**config.mk**
```make
export PLATFORM = sky130hd
export DESIGN_NAME = sig16b_dac_tx
export DESIGN_NICKNAME = d
export VERILOG_FILES = /design/src/rtl/sig16b_dac_tx.sv
export SDC_FILE = /design/constraint.sdc
export NUM_CORES = 1
export LEC_CHECK = 0
export ABC_AREA = 1
export BUFFER_PORTS_ARGS = -buffer_cell sky130_fd_sc_hd__buf_2
export CAP_MARGIN = 20
export CORE_ASPECT_RATIO = 1.2
export CORE_MARGIN = 3
export CORE_UTILIZATION = 48
export DETAILED_ROUTE_END_ITERATION = 6
export GPL_TIMING_DRIVEN = 0
export PLACE_DENSITY_LB_ADDON = 0.2
export SYNTH_ARGS = -nofsm -noshare
export SYNTH_HDL_FRONTEND = slang
export SYNTH_SLANG_ARGS = --single-unit
```
**constraint.sdc**
```tcl
create_clock -name clk_operation -period 1.8 [get_ports clk_operation]
set_input_delay 0.09 -clock clk_operation [delete_from_list [all_inputs] [get_ports clk_operation]]
set_output_delay 0.09 -clock clk_operation [all_outputs]
set_load 0.02 [all_outputs]
```
**src/rtl/sig16b_dac_tx.sv**
```systemverilog
// ============================================================================
// Module      : sig16b_dac_tx
// Description : Serialises one DATA_W-bit sample per sampling period to an
//               external DAC over a 3-wire link (sclk, sdata, fsync).
//               A frame starts on the wrap of sampling_cycle_counter to 0.
// Revision    : 1.0 - initial release
// ============================================================================
`default_nettype none

module sig16b_dac_tx #(
  parameter int CLK_DIV = 4,
  parameter int DATA_W  = 16,
  parameter int CNT_W   = 13
) (
  input  logic              clk_operation,
  input  logic              rst,
  input  logic              enable,
  input  logic [CNT_W-1:0]  sampling_cycle_counter,
  input  logic [DATA_W-1:0] sig16b,
  output logic              sclk,
  output logic              sdata,
  output logic              fsync,
  output logic              busy,
  output logic              done,
  output logic              overrun
);

  localparam int DIV_W = (CLK_DIV > 1) ? $clog2(CLK_DIV) : 1;
  localparam int BIT_W = $clog2(DATA_W + 1);
  localparam logic [DIV_W-1:0] DIV_LAST = DIV_W'(CLK_DIV - 1);
  localparam logic [BIT_W-1:0] BIT_LAST = BIT_W'(DATA_W - 1);

  typedef enum logic [1:0] {
    IDLE  = 2'd0,
    SYNC  = 2'd1,
    SHIFT = 2'd2
  } state_t;

  state_t            state, state_nxt;
  logic [DATA_W-1:0] shreg, shreg_nxt;
  logic [BIT_W-1:0]  bit_cnt, bit_cnt_nxt;
  logic [DIV_W-1:0]  div_cnt, div_cnt_nxt;
  logic              half, half_nxt;
  logic              sclk_nxt, sdata_nxt, fsync_nxt, busy_nxt, done_nxt, overrun_nxt;
  logic              prev_zero;

  logic cnt_zero, strobe, start, div_last, frame_end, accept;

  assign cnt_zero  = (sampling_cycle_counter == '0);
  assign strobe    = cnt_zero && !prev_zero;
  assign start     = strobe && enable;
  assign div_last  = (div_cnt == DIV_LAST);
  // Last edge of the high phase of the final bit.
  assign frame_end = (state == SHIFT) && div_last && sclk && (bit_cnt == BIT_LAST);

  // Next-state and registered-output logic for the frame sequencer.
  always_comb begin
    state_nxt   = state;
    shreg_nxt   = shreg;
    bit_cnt_nxt = bit_cnt;
    div_cnt_nxt = div_cnt;
    half_nxt    = half;
    sclk_nxt    = sclk;
    sdata_nxt   = sdata;
    fsync_nxt   = fsync;
    busy_nxt    = busy;
    done_nxt    = 1'b0;
    overrun_nxt = overrun;
    accept      = 1'b0;

    case (state)
      IDLE: begin
        accept = start;
      end

      SYNC: begin
        if (start) overrun_nxt = 1'b1;
        div_cnt_nxt = div_cnt + 1'b1;
        if (div_last) begin
          div_cnt_nxt = '0;
          if (!half) begin
            half_nxt = 1'b1;
          end else begin
            // fsync has now been high for two sclk half-periods.
            half_nxt    = 1'b0;
            state_nxt   = SHIFT;
            fsync_nxt   = 1'b0;
            sdata_nxt   = shreg[DATA_W-1];
            bit_cnt_nxt = '0;
          end
        end
      end

      SHIFT: begin
        if (start && !frame_end) overrun_nxt = 1'b1;
        div_cnt_nxt = div_cnt + 1'b1;
        if (div_last) begin
          div_cnt_nxt = '0;
          if (!sclk) begin
            sclk_nxt = 1'b1;
          end else if (bit_cnt != BIT_LAST) begin
            // Falling edge: present the next bit while sclk is low.
            sclk_nxt    = 1'b0;
            shreg_nxt   = {shreg[DATA_W-2:0], 1'b0};
            sdata_nxt   = shreg[DATA_W-2];
            bit_cnt_nxt = bit_cnt + 1'b1;
          end else begin
            sclk_nxt  = 1'b0;
            sdata_nxt = 1'b0;
            busy_nxt  = 1'b0;
            done_nxt  = 1'b1;
            state_nxt = IDLE;
            // A start coinciding with the end edge chains frames back to back.
            accept    = start;
          end
        end
      end

      default: begin
        state_nxt = IDLE;
      end
    endcase

    if (accept) begin
      state_nxt   = SYNC;
      shreg_nxt   = sig16b;
      fsync_nxt   = 1'b1;
      busy_nxt    = 1'b1;
      sclk_nxt    = 1'b0;
      sdata_nxt   = 1'b0;
      div_cnt_nxt = '0;
      half_nxt    = 1'b0;
    end
  end

  // State and output registers; reset aborts any frame immediately.
  always_ff @(posedge clk_operation or negedge rst) begin
    if (!rst) begin
      state     <= IDLE;
      shreg     <= '0;
      bit_cnt   <= '0;
      div_cnt   <= '0;
      half      <= 1'b0;
      sclk      <= 1'b0;
      sdata     <= 1'b0;
      fsync     <= 1'b0;
      busy      <= 1'b0;
      done      <= 1'b0;
      overrun   <= 1'b0;
      prev_zero <= 1'b1;
    end else begin
      state     <= state_nxt;
      shreg     <= shreg_nxt;
      bit_cnt   <= bit_cnt_nxt;
      div_cnt   <= div_cnt_nxt;
      half      <= half_nxt;
      sclk      <= sclk_nxt;
      sdata     <= sdata_nxt;
      fsync     <= fsync_nxt;
      busy      <= busy_nxt;
      done      <= done_nxt;
      overrun   <= overrun_nxt;
      prev_zero <= cnt_zero;
    end
  end

endmodule

`default_nettype wire

```
==> flow_summary.json <==
{
  "yosys.cell_count.top_type": "nand2_1",
  "wl_um": 3860,
  "clk_pin_slew_worst_paths_ps": 70,
  "setup_viol": 25,
  "die_x_um": 61.11,
  "drt_pre_antenna_iters": 4,
  "drive_gt1_share_pct": 30.60,
  "post-route-period-util_pct": 106.7,
  "violations": "setup timing",
  "hp-class": "input port to flip-flop",
  "grt_setup_unrepaired": "yes",
  "drv_slew": 0,
  "numClockSinks": 33,
  "drc": 0,
  "ys_top_cells_by_area": "dfrtp_1, nand3_1, nand2_1, inv_1, ha_1",
  "peakVddDrop_mv": 0.6477,
  "crit_fanout": 7,
  "drtAntennaViolNets": 0,
  "yosysTopAreaCell": "dfrtp_1",
  "synth_top_area_share_pct": 45.78,
  "max_cap_violations": 0,
  "required_ps": 1970,
  "start_kind": "flip-flop",
  "avgSynthCellArea_um2": 8.251,
  "cellLeakagePower_uw": 0.001169,
  "antenna_found_initial": 0,
  "final_nets": 305,
  "vias": 1586,
  "regArea_um2": 827.0,
  "setup_tns_ps": -2083,
  "critical_path_class": "flip-flop to flip-flop",
  "syn2layout_area_growth_pct": 29.04,
  "cts_inserted_buffers": 5,
  "fill_cells": 296,
  "dp_cells": 286,
  "yosysSeqAreaShare_pct": 47.28,
  "cts_tree": "done",
  "fmaxAchievable_mhz": 520.8,
  "synth-edff-count": 0,
  "diodes": 0,
  "status": "complete, but fails checks",
  "place.gp.congestion": 0.8141,
  "holdWs_ps": 14.80,
  "synth_seq_cells": 33,
  "clk_latency_ps": 280,
  "drt_iter0_drc": 45,
  "multiInputGateArea_um2": 824.5,
  "powerDensity_nw_per_um2": 644.1,
  "whs_path_depth": 3,
  "layout.cells.non_filler": 305,
  "grt_pass1_vias": 1528,
  "synth_ff_type": "dfrtp_1",
  "synth_commonest_cells": "nand2_1, nand3_1, dfrtp_1",
  "hold_viol_final": 0,
  "cts.path.max_buffers": 2,
  "start_util_pct": 51.08,
  "final.min_clock_period_ps": 1920,
  "clockRootBuffer": "clkbuf_8",
  "finalClockSkew_ps": 8.377,
  "wire_per_inst_um": 12.66,
  "ios": 38,
  "grt_first_pass_wirelength_um": 6417,
  "syn_area_um2": 1749,
  "yosysWarnings": 0,
  "grt-ovfl-total": 0,
  "worst_pin_slew_ps": 724.0,
  "syn-num-nets": 250,
  "critPathArrivalTime_ps": 2090,
  "synthCells": 212,
  "grt_max_degree": 34,
  "fp.dieArea_um2": 4407,
  "max-slew-margin-rel_pct": 51.73,
  "htree_levels": 2,
  "core_um2": 3425,
  "synthArstFlopShare_pct": 100.0,
  "synth_cell_type_count": 28,
  "portBuffers": 37,
  "r2r_cells": 11,
  "crit_path_end_kind": "flip-flop",
  "hpwl_um": 2717,
  "setup_ws_ps": -120.2,
  "grt.total_usage_pct": 19.22,
  "via_per_inst": 5.200,
  "die_y_um": 72.13,
  "row_count": 23
}
-- state kept, by name, summed over array words and instances (netlist names) --
| signal | cells |
|---|---|
| done | 1 |
| div_cnt | 2 |
| busy | 1 |
| bit_cnt | 5 |
| overrun | 1 |
| state | 2 |
| sdata | 1 |
| prev_zero | 1 |
| sclk | 1 |
| shreg | 16 |
| fsync | 1 |
| half | 1 |
-- worst max-delay path, stage by stage (launching register included) --
cell     delay [ps]
dfrtp_1         360
ha_2            190
nand2_2          60
nor2_2          110
ha_2            190
nand2_2          60
o21ai_2         170
nand4_4         150
buf_6           190
buf_4           140
mux2i_1         140
inv_1            50
-- routing by layer --
metal / share of wire, % / vias to the layer above / wire (µm) / GRT usage (%)
met5: 0 / - / 0 / 0
met4: 1.8 / 0 / 68 / 6.024
met3: 5.4 / 6 / 209 / 5.694
met2: 51 / 42 / 1973 / 33.65
met1: 42 / 730 / 1610 / 21.86
li1: - / 808 / - / -
-- per-stage QoR --
step | area (µm²) | total power [µW] | utilization [%] | worst slack [ps]
6_report | 2257 | 1454 | 65.91 | -120.2
4_1_cts | 2175 | 1473 | 63.50 | -115.1
3_5_place_dp | 1983 | 856.5 | 57.91 | -243.1
3_3_place_gp | 1983 | 855.3 | 57.91 | -221.6
5_1_grt | 2257 | 1515 | 65.91 | -280.0
2_1_floorplan | 1752 | 802.9 | - | 31.29
-- cells by family (layout without fill, tap and decap cells) --
group,after synthesis,count (layout),share of synthesized area (%)
muxes,4,4,2.289
AOI/OAI and AO/OA,22,22,8.011
buffers and inverters,32,88,8.298
DFF,33,33,47.28
and+or+nand+nor,114,114,29.33
xor gates and xnor gates,1,1,0.5008
adders and majority gates,6,6,4.292
-- repair_timing --
action,4_1_cts,5_1_grt
hold buffers,1,0
endpoints found under the setup margin,30,30
gates resized for setup,14,10
cloned,1,1
endpoints found under the hold margin,32,0
buffers inserted,4,4
pin swaps,3,11
-- report_power, final --
group          switching, µW  leakage [µW]  internal (µW)  total, µW
logic                   50.0      0.000677           40.4       90.4
registers               5.36      0.000438            750        755
clock network            263     0.0000542            345        608
-- path summary, 6_finish.rpt --
path,to,startpoint,slack (ps)
max,shreg[14]$_DFFE_PN0P_,bit_cnt[1]$_DFFE_PN0P_,-120
min,shreg[0]$_DFFE_PN0P_,sig16b[0],10
max reg2reg,shreg[14]$_DFFE_PN0P_,bit_cnt[1]$_DFFE_PN0P_,-120
min reg2reg,overrun$_DFFE_PN0P_,overrun$_DFFE_PN0P_,460
max in group asynchronous,bit_cnt[1]$_DFFE_PN0P_,rst,910
min in group asynchronous,overrun$_DFFE_PN0P_,rst,420
-- placed cells by master (no fill, tap or decap), drive strengths merged --
cell type and n:
o31ai 1, buf 52, inv 24, a21boi 1, dfstp 1, ha 6
o22ai 1, o211ai 3, o21ai 8, a211oi 2, clkinv 1, nand4 1
clkbuf 10, nor3 1, a21oi 5, dfrtp 32, mux2i 4, xor2 1
or2 1, nor2 17, nand3 43, o311ai 1, nand2 51, dlygate4sd3 1
-- cell type report --
cell class | count | area share, %
multi-input combinational | 147 | 36.53
sequential | 33 | 36.64
timing repair buffer | 48 | 12.64
clock buffer | 7 | 4.268
clock inverter | 1 | 0.2217
buffer | 8 | 3.548
inverter | 24 | 4.102
tap | 37 | 2.051
Note: power is estimated with default switching activity, not from simulation.
